File: src/rtl/sdf_bfly_if.sv
// Streaming sample bus for the SDF butterfly stage: indexed complex input
// samples in, indexed butterfly results out.
interface sdf_bfly_if #(
    parameter int DBW = 8,
    parameter int CBW = 3
);
    logic                  en;
    logic [CBW-1:0]        cnt;
    logic signed [DBW-1:0] din_re;
    logic signed [DBW-1:0] din_im;
    logic                  vout;
    logic [CBW-1:0]        cnt_out;
    logic signed [DBW:0]   dout_re;
    logic signed [DBW:0]   dout_im;

    modport master (
        output en, cnt, din_re, din_im,
        input  vout, cnt_out, dout_re, dout_im
    );

    modport slave (
        input  en, cnt, din_re, din_im,
        output vout, cnt_out, dout_re, dout_im
    );
endinterface

File: src/rtl/sdf_bfly.sv
// Radix-2 single-path delay-feedback butterfly: sums leave during the second
// half of a frame, the matching differences during the next frame's first half.
module sdf_bfly #(
    parameter int DBW = 8,
    parameter int CBW = 3
) (
    input logic        clk,
    input logic        rst,
    sdf_bfly_if.slave  bus
);
    localparam int H = 1 << (CBW - 1);

    logic signed [DBW:0] mem_re [H];
    logic signed [DBW:0] mem_im [H];

    logic [CBW-2:0]      addr;
    logic                half;
    logic                primed;
    logic signed [DBW:0] ext_re, ext_im;
    logic signed [DBW:0] m_re, m_im;
    logic signed [DBW:0] sum_re, sum_im;
    logic signed [DBW:0] diff_re, diff_im;

    assign addr    = bus.cnt[CBW-2:0];
    assign half    = bus.cnt[CBW-1];
    assign ext_re  = {bus.din_re[DBW-1], bus.din_re};
    assign ext_im  = {bus.din_im[DBW-1], bus.din_im};
    assign m_re    = mem_re[addr];
    assign m_im    = mem_im[addr];
    assign sum_re  = m_re + ext_re;
    assign sum_im  = m_im + ext_im;
    assign diff_re = m_re - ext_re;
    assign diff_im = m_im - ext_im;

    // First half parks the raw sample; second half replaces it with the difference.
    always_ff @(posedge clk) begin
        if (bus.en) begin
            mem_re[addr] <= half ? diff_re : ext_re;
            mem_im[addr] <= half ? diff_im : ext_im;
        end
    end

    // primed keeps stale first-half memory contents from being flagged valid after reset.
    always_ff @(posedge clk or posedge rst) begin
        if (rst) begin
            primed      <= 1'b0;
            bus.vout    <= 1'b0;
            bus.cnt_out <= '0;
            bus.dout_re <= '0;
            bus.dout_im <= '0;
        end else if (bus.en) begin
            primed      <= primed | half;
            bus.vout    <= primed | half;
            bus.cnt_out <= {~half, addr};
            bus.dout_re <= half ? sum_re : m_re;
            bus.dout_im <= half ? sum_im : m_im;
        end else begin
            bus.vout    <= 1'b0;
        end
    end
endmodule
File: src/flat_wrapper.sv
// flat-port wrapper written by rule: the top's interface ports become plain ports
module sdf_bfly_flat 
#(
    parameter int DBW = 8,
    parameter int CBW = 3
)
  (clk, rst, bus_en, bus_cnt, bus_din_re, bus_din_im, bus_vout, bus_cnt_out, bus_dout_re, bus_dout_im);
  sdf_bfly_if #(.DBW(DBW), .CBW(CBW)) bus_i ();
  input logic clk;
  input logic rst;
  input wire logic [$bits(bus_i.en)-1:0] bus_en;
  input wire logic [$bits(bus_i.cnt)-1:0] bus_cnt;
  input wire logic [$bits(bus_i.din_re)-1:0] bus_din_re;
  input wire logic [$bits(bus_i.din_im)-1:0] bus_din_im;
  output wire logic [$bits(bus_i.vout)-1:0] bus_vout;
  output wire logic [$bits(bus_i.cnt_out)-1:0] bus_cnt_out;
  output wire logic [$bits(bus_i.dout_re)-1:0] bus_dout_re;
  output wire logic [$bits(bus_i.dout_im)-1:0] bus_dout_im;
  assign bus_i.en = bus_en;
  assign bus_i.cnt = bus_cnt;
  assign bus_i.din_re = bus_din_re;
  assign bus_i.din_im = bus_din_im;
  assign bus_vout = bus_i.vout;
  assign bus_cnt_out = bus_i.cnt_out;
  assign bus_dout_re = bus_i.dout_re;
  assign bus_dout_im = bus_i.dout_im;
  sdf_bfly #(.DBW(DBW), .CBW(CBW)) u_core (.clk(clk), .rst(rst), .bus(bus_i));
endmodule
File: config.mk
export PLATFORM = sky130hd
export DESIGN_NAME = sdf_bfly_flat
export DESIGN_NICKNAME = d
export VERILOG_FILES = /design/src/rtl/sdf_bfly_if.sv /design/src/rtl/sdf_bfly.sv /design/src/flat_wrapper.sv
export SDC_FILE = /design/constraint.sdc
export NUM_CORES = 1
export LEC_CHECK = 0
export BUFFER_PORTS_ARGS = -buffer_cell sky130_fd_sc_hd__buf_4
export CAP_MARGIN = 25
export CORE_MARGIN = 2
export CORE_UTILIZATION = 50
export CTS_CLUSTER_SIZE = 16
export DETAILED_ROUTE_END_ITERATION = 8
export PLACE_DENSITY = 0.73
export SETUP_SLACK_MARGIN = 0.1
export SLEW_MARGIN = 20
export SYNTH_ARGS = -nofsm -noshare
export SYNTH_HDL_FRONTEND = slang
export SYNTH_SLANG_ARGS = --single-unit
File: constraint.sdc
create_clock -name clk -period 3.5 [get_ports clk]
set_input_delay 0.875 -clock clk [delete_from_list [all_inputs] [get_ports clk]]
set_output_delay 0.875 -clock clk [all_outputs]
set_load 0.02 [all_outputs]
# Word-level counts from Yosys, hierarchy flattened
# Memory sizes are Yosys's and may differ from the RTL's.
# Index checks and enable logic that the tools add are counted.
totals:
  inputBits: 22
  word_cells: 20
  mem_bits_rw: 72
  regBits: 23
  out_inout_bits: 22
  mem_count: 2
op_classes:
  muxes: 7
  bitwise_logic: 2
  n_addsub: 4
memory_table:
  columns: ["memory", "depth", "word_bits", "rd", "rd_ports_with_merged_regs", "wr", "line_no", "source"]
  rows:
  - ["u_core.mem_im", 4, 9, 1, 0, 1, "sdf_bfly.sv:14", "logic signed [DBW:0] mem_im [H];"]
  - ["u_core.mem_re", 4, 9, 1, 0, 1, "sdf_bfly.sv:13", "logic signed [DBW:0] mem_re [H];"]
ops:
  columns: ["op", "n"]
  rows:
  - ["$mux 9", 4]
  - ["$add 9x8->9", 2]
  - ["$sub 9x8->9", 2]
  - ["$mux 1", 3]
  - ["$not 1->1", 1]
  - ["$or 1x1->1", 1]

# Logic depth before layout (Yosys ltp)
# An unclocked memory read counts as a cell.
logic_depth:
  depth_word: 3
  depth_mapped: 12
  mapped_depth_nobuf: 11

# Least setup slack after synthesis
# Ideal clock, no wire load.
synth_timing:
  path_kind: "input to register"
  from: "input bus_cnt[0]"
  to: "memory u_core.mem_im[0][8] (netlist bit) (data pin)"
  path_buffers: 1
  setup_ns: 0.272
  cell_stages: 12
  required_time_ns: 3.228
  arrival_time_ns: 3.518
  setup_slack_ns: -0.290
  cell_sequence: "buf_2 > mux4_2 > inv_1 > ha_1 > inv_1 > fa_1 > a211oi_1 > o21bai_1 > a2111oi_4 > o21ba_2 > o21ai_1 > xnor2_1"
synth_via:
  elab_chain_len: 3
synth_lines:
  columns: ["element", "line_no", "source"]
  rows:
  - ["from (decl)", "flat_wrapper.sv:12", "input wire logic [$bits(bus_i.cnt)-1:0] bus_cnt;"]
  - ["$mem_v2 4x9", null, null]
  - ["$sub 9x8->9", "sdf_bfly.sv:33", "assign diff_im = m_im - ext_im;"]
  - ["$mux 9", "sdf_bfly.sv:39", "mem_im[addr] <= half ? diff_im : ext_im;"]
  - ["to (decl)", "sdf_bfly.sv:14", null]
# No other way between the ends.

# Worst setup path after layout
layout_timing:
  from: "input bus_cnt[0]"
  to: "memory u_core.mem_im[2][8] (netlist bit) (data pin)"
# Same word-level chain as after synthesis.

==> summary.md <==
| Metric | Value |
|---|---|
| Via count | 3722 |
| Root buf cell | clkbuf_8 |
| Top FF cell, synth | edfxtp_1 |
| Leakage | 2.569 nW |
| Final RePlAce weighted congestion | 0.9161 |
| Mapped Cells | 437 |
| Startpoint Class | primary input |
| Number of detailed-route iterations in the first pass | 5 |
| Hold path depth | 1 |
| Synthesized Nets | 496 |
| Chip width | 106.9 um |
| CTS clk-pin slew, worst paths | 90 ps |
| Placed wire-length estimate | 8329 um |
| Number of fill cells | 803 |
| Fin Clk Skew | 11.05 ps |
| Sequential share of power | 0.471 |
| Switching Share | 0.2939 |
| Total Routed Length | 11310 um |
| CTS Buf Count | 9 |
| DR vias/cell | 5.614 |
| Cell depth of the worst flop-to-flop path | 11 |
| Layout Nets | 581 |
| Sequential fraction of the synthesis area | 0.5168 |
| Max FO, Critical Path | 7 |
| Crit. End Element | flop |
| Clock Tree Buf Depth | 2 |
| RSZ-0062 raised after global routing | no |
| Hold_buf cts | 0 |
| Data arrival, critical path | 3390 ps |
| Clock power frac | 0.252 |
| Std cell rows | 37 |
| Global Route Usage Sum | 0.2059 |
| Final TNS setup | 0 ps |
| Fraction of layout cells with a size suffix above 1 | 0.3150 |
| Worst-Margin Slew | 606.4 ps |
| NetSw | 842.6 uW |
| Port buffer count | 43 |
| Tmin final | 3302 ps |
| Total Die Area | 11430 um2 |
| CP Class | in2reg |
| Number of diodes | 0 |
| Slew HR | 0.5940 |
| First-pass GRT wire length | 18250 um |
| Number of synthesized flops with an enable pin | 72 |
| Grt ovf | 0 |
| H-tree depth | 3 |
| I/O pin count | 44 |
| DRC | 0 |
| Total clock sinks | 95 |
| Top cells by area, synth | edfxtp_1, dfrtp_1, ha_1 |
| #FFs+latches synth | 95 |
| HP Class | reg2reg |
| VDD IR max | 0.0002251 V |
| Post-synth ARST share | 0.2421 |
| Final Slew Violations | 0 |
| Distinct cells, synth | 54 |
| Hold_ws | 478.2 ps |
| Period utilisation layout | 0.9434 |
| Setup Viol. Count Final | 0 |
| Status | complete, no violations |
| Largest net degree at the start of global routing | 42 |
| Wire per inst | 17.06 um |
| DP Area | 6152 um2 |
| Initial Util | 0.5131 |
| Cell Area, Synth | 5298 um2 |
| Worst skew pair latency | 350 ps |
| Combinational power share | 0.277 |
| Critical Path RT | 3590 ps |
| Final hold vios | 0 |
| Mean Syn Cell Area | 12.12 um2 |
| Final ANT Viol Nets | 0 |
| Synth top area share | 0.4081 |
| Area Overhead vs Synth | 20.55% |
| Post-synth top area cell | edfxtp_1 |
| Initial antenna violation count | 0 |
| Syn. warnings | 0 |
| Total Power | 2.867 mW |
| Core ar. | 10320 um2 |
| Vias in the first global route | 3589 |
| CTS tree | built |
| Die H | 106.9 um |
| Internal | 2.024 mW |
| Final instance area | 6386 um2 |
| Max Cap Violations | 0 |
| Top achievable clock speed | 302.9 MHz |
| Initial DRC count | 239 |
| PD cells | 448.9 nW/um2 |
[what timing repair did]
item,4_1_cts,5_1_grt
hold endpoints to repair,0,0
setup endpoints to repair,0,8
gates resized for setup,0,6
buffers inserted,0,1
[worst paths after layout]
kind | start | endpoint | slack [ps]
min reg2reg | u_core.primed | u_core.primed | 480
min in group asynchronous | rst | u_core.bus.dout_im[2] | 560
min | u_core.primed | u_core.primed | 480
max | bus_cnt[0] | u_core.mem_im[2][8] | 200
max in group asynchronous | rst | u_core.bus.cnt_out[0] | 2450
max reg2reg | u_core.mem_im[3][0] | u_core.mem_im[2][8] | 480
[kinds of logic (layout without fill, tap and decap cells)]
kind of cell | count (synthesis) | count (layout) | synth area share
mux | 30 | 30 | 0.1011
compound gates | 94 | 94 | 0.1200
flops | 95 | 95 | 0.5168
fa+ha+maj | 37 | 37 | 0.09306
simple gates | 106 | 106 | 0.09754
xor+xnor | 14 | 14 | 0.02315
buf+inv | 61 | 151 | 0.04842
[sequential cells by signal (all words and copies together), names as in the netlist]
name,flops
u_core.mem_im,36
u_core.mem_re,36
u_core.bus.dout_im,9
u_core.bus.dout_re,9
u_core.bus.cnt_out,3
u_core.bus.vout,1
u_core.primed,1
[power by group through the flow]
stage	registers (mW)	logic [mW]	clock network [mW]
floorplan	1.42	0.451	0
global placement	1.37	0.760	0
detailed placement	1.38	0.781	0
CTS	1.35	0.786	0.730
global route	1.36	0.869	0.774
finish	1.35	0.793	0.722
[critical path, stage by stage]
cell	delay [ps]
buf_6	120
mux4_2	540
inv_2	90
ha_4	130
inv_2	30
fa_2	370
a211oi_4	250
o21bai_2	140
a2111oi_4	410
o21ba_2	200
o21ai_2	70
xnor2_2	170
[final cells by class]
cell class / instances / area (um2) / area share
sequential: 95 / 2738 / 0.4287
clock buffer: 9 / 123.9 / 0.01940
clock inverter: 7 / 72.57 / 0.01136
inverter: 39 / 148.9 / 0.02332
multi-input combinational: 281 / 2385 / 0.3734
tap: 136 / 170.2 / 0.02665
timing repair buffer: 96 / 748.2 / 0.1172
[metrics by stage]
| step | std cells | util | setup slack (ps) |
|---|---|---|---|
| after global routing | 663 | 0.6186 | 75.51 |
| after detailed placement | 646 | 0.5959 | -178.3 |
| final | 663 | 0.6186 | 198.1 |
| after floorplan | 437 | - | 13.83 |
| after global placement | 645 | 0.5945 | -107.7 |
| after CTS | 662 | 0.6150 | 162.2 |
[metal layers]
layer	GRT usage	up-vias	share of wire
met5	0	-	0
met1	0.2835	1842	0.45
met2	0.3471	100	0.49
met4	0.05844	0	0.013
li1	-	1770	-
met3	0.02432	10	0.040
[cells in the mapped netlist (6+ instances only)]
master     n
a21oi_1   21
a31oi_1    6
buf_2      8
clkbuf_1   9
dfrtp_1   23
edfxtp_1  72
ha_1      33
inv_1     38
mux2_2     8
mux4_2    18
nand2_1   22
nand2b_1   9
nand3_1   10
nor2_1    30
nor2b_1    6
nor3_1    13
o21a_1     7
o21ai_0   27
xnor2_1   12
[cells in the final DEF (no fill, tap or decap), types with 3 or more instances in the layout]
cell type	n
nor2_1	30
mux4_2	18
buf_4	92
mux2i_1	4
nand2b_1	9
edfxtp_1	72
nor3_1	13
inv_2	4
o21ai_0	27
nand2_1	22
ha_1	30
xnor2_1	10
dfrtp_1	23
o21bai_1	4
o21a_1	7
nand3_1	10
o31ai_1	3
clkbuf_8	9
a31oi_1	6
o22ai_1	3
nor2b_1	6
mux2_2	8
inv_1	34
a21oi_1	20
or3_1	4
o211ai_1	5
(Power assumes the default switching activity.)
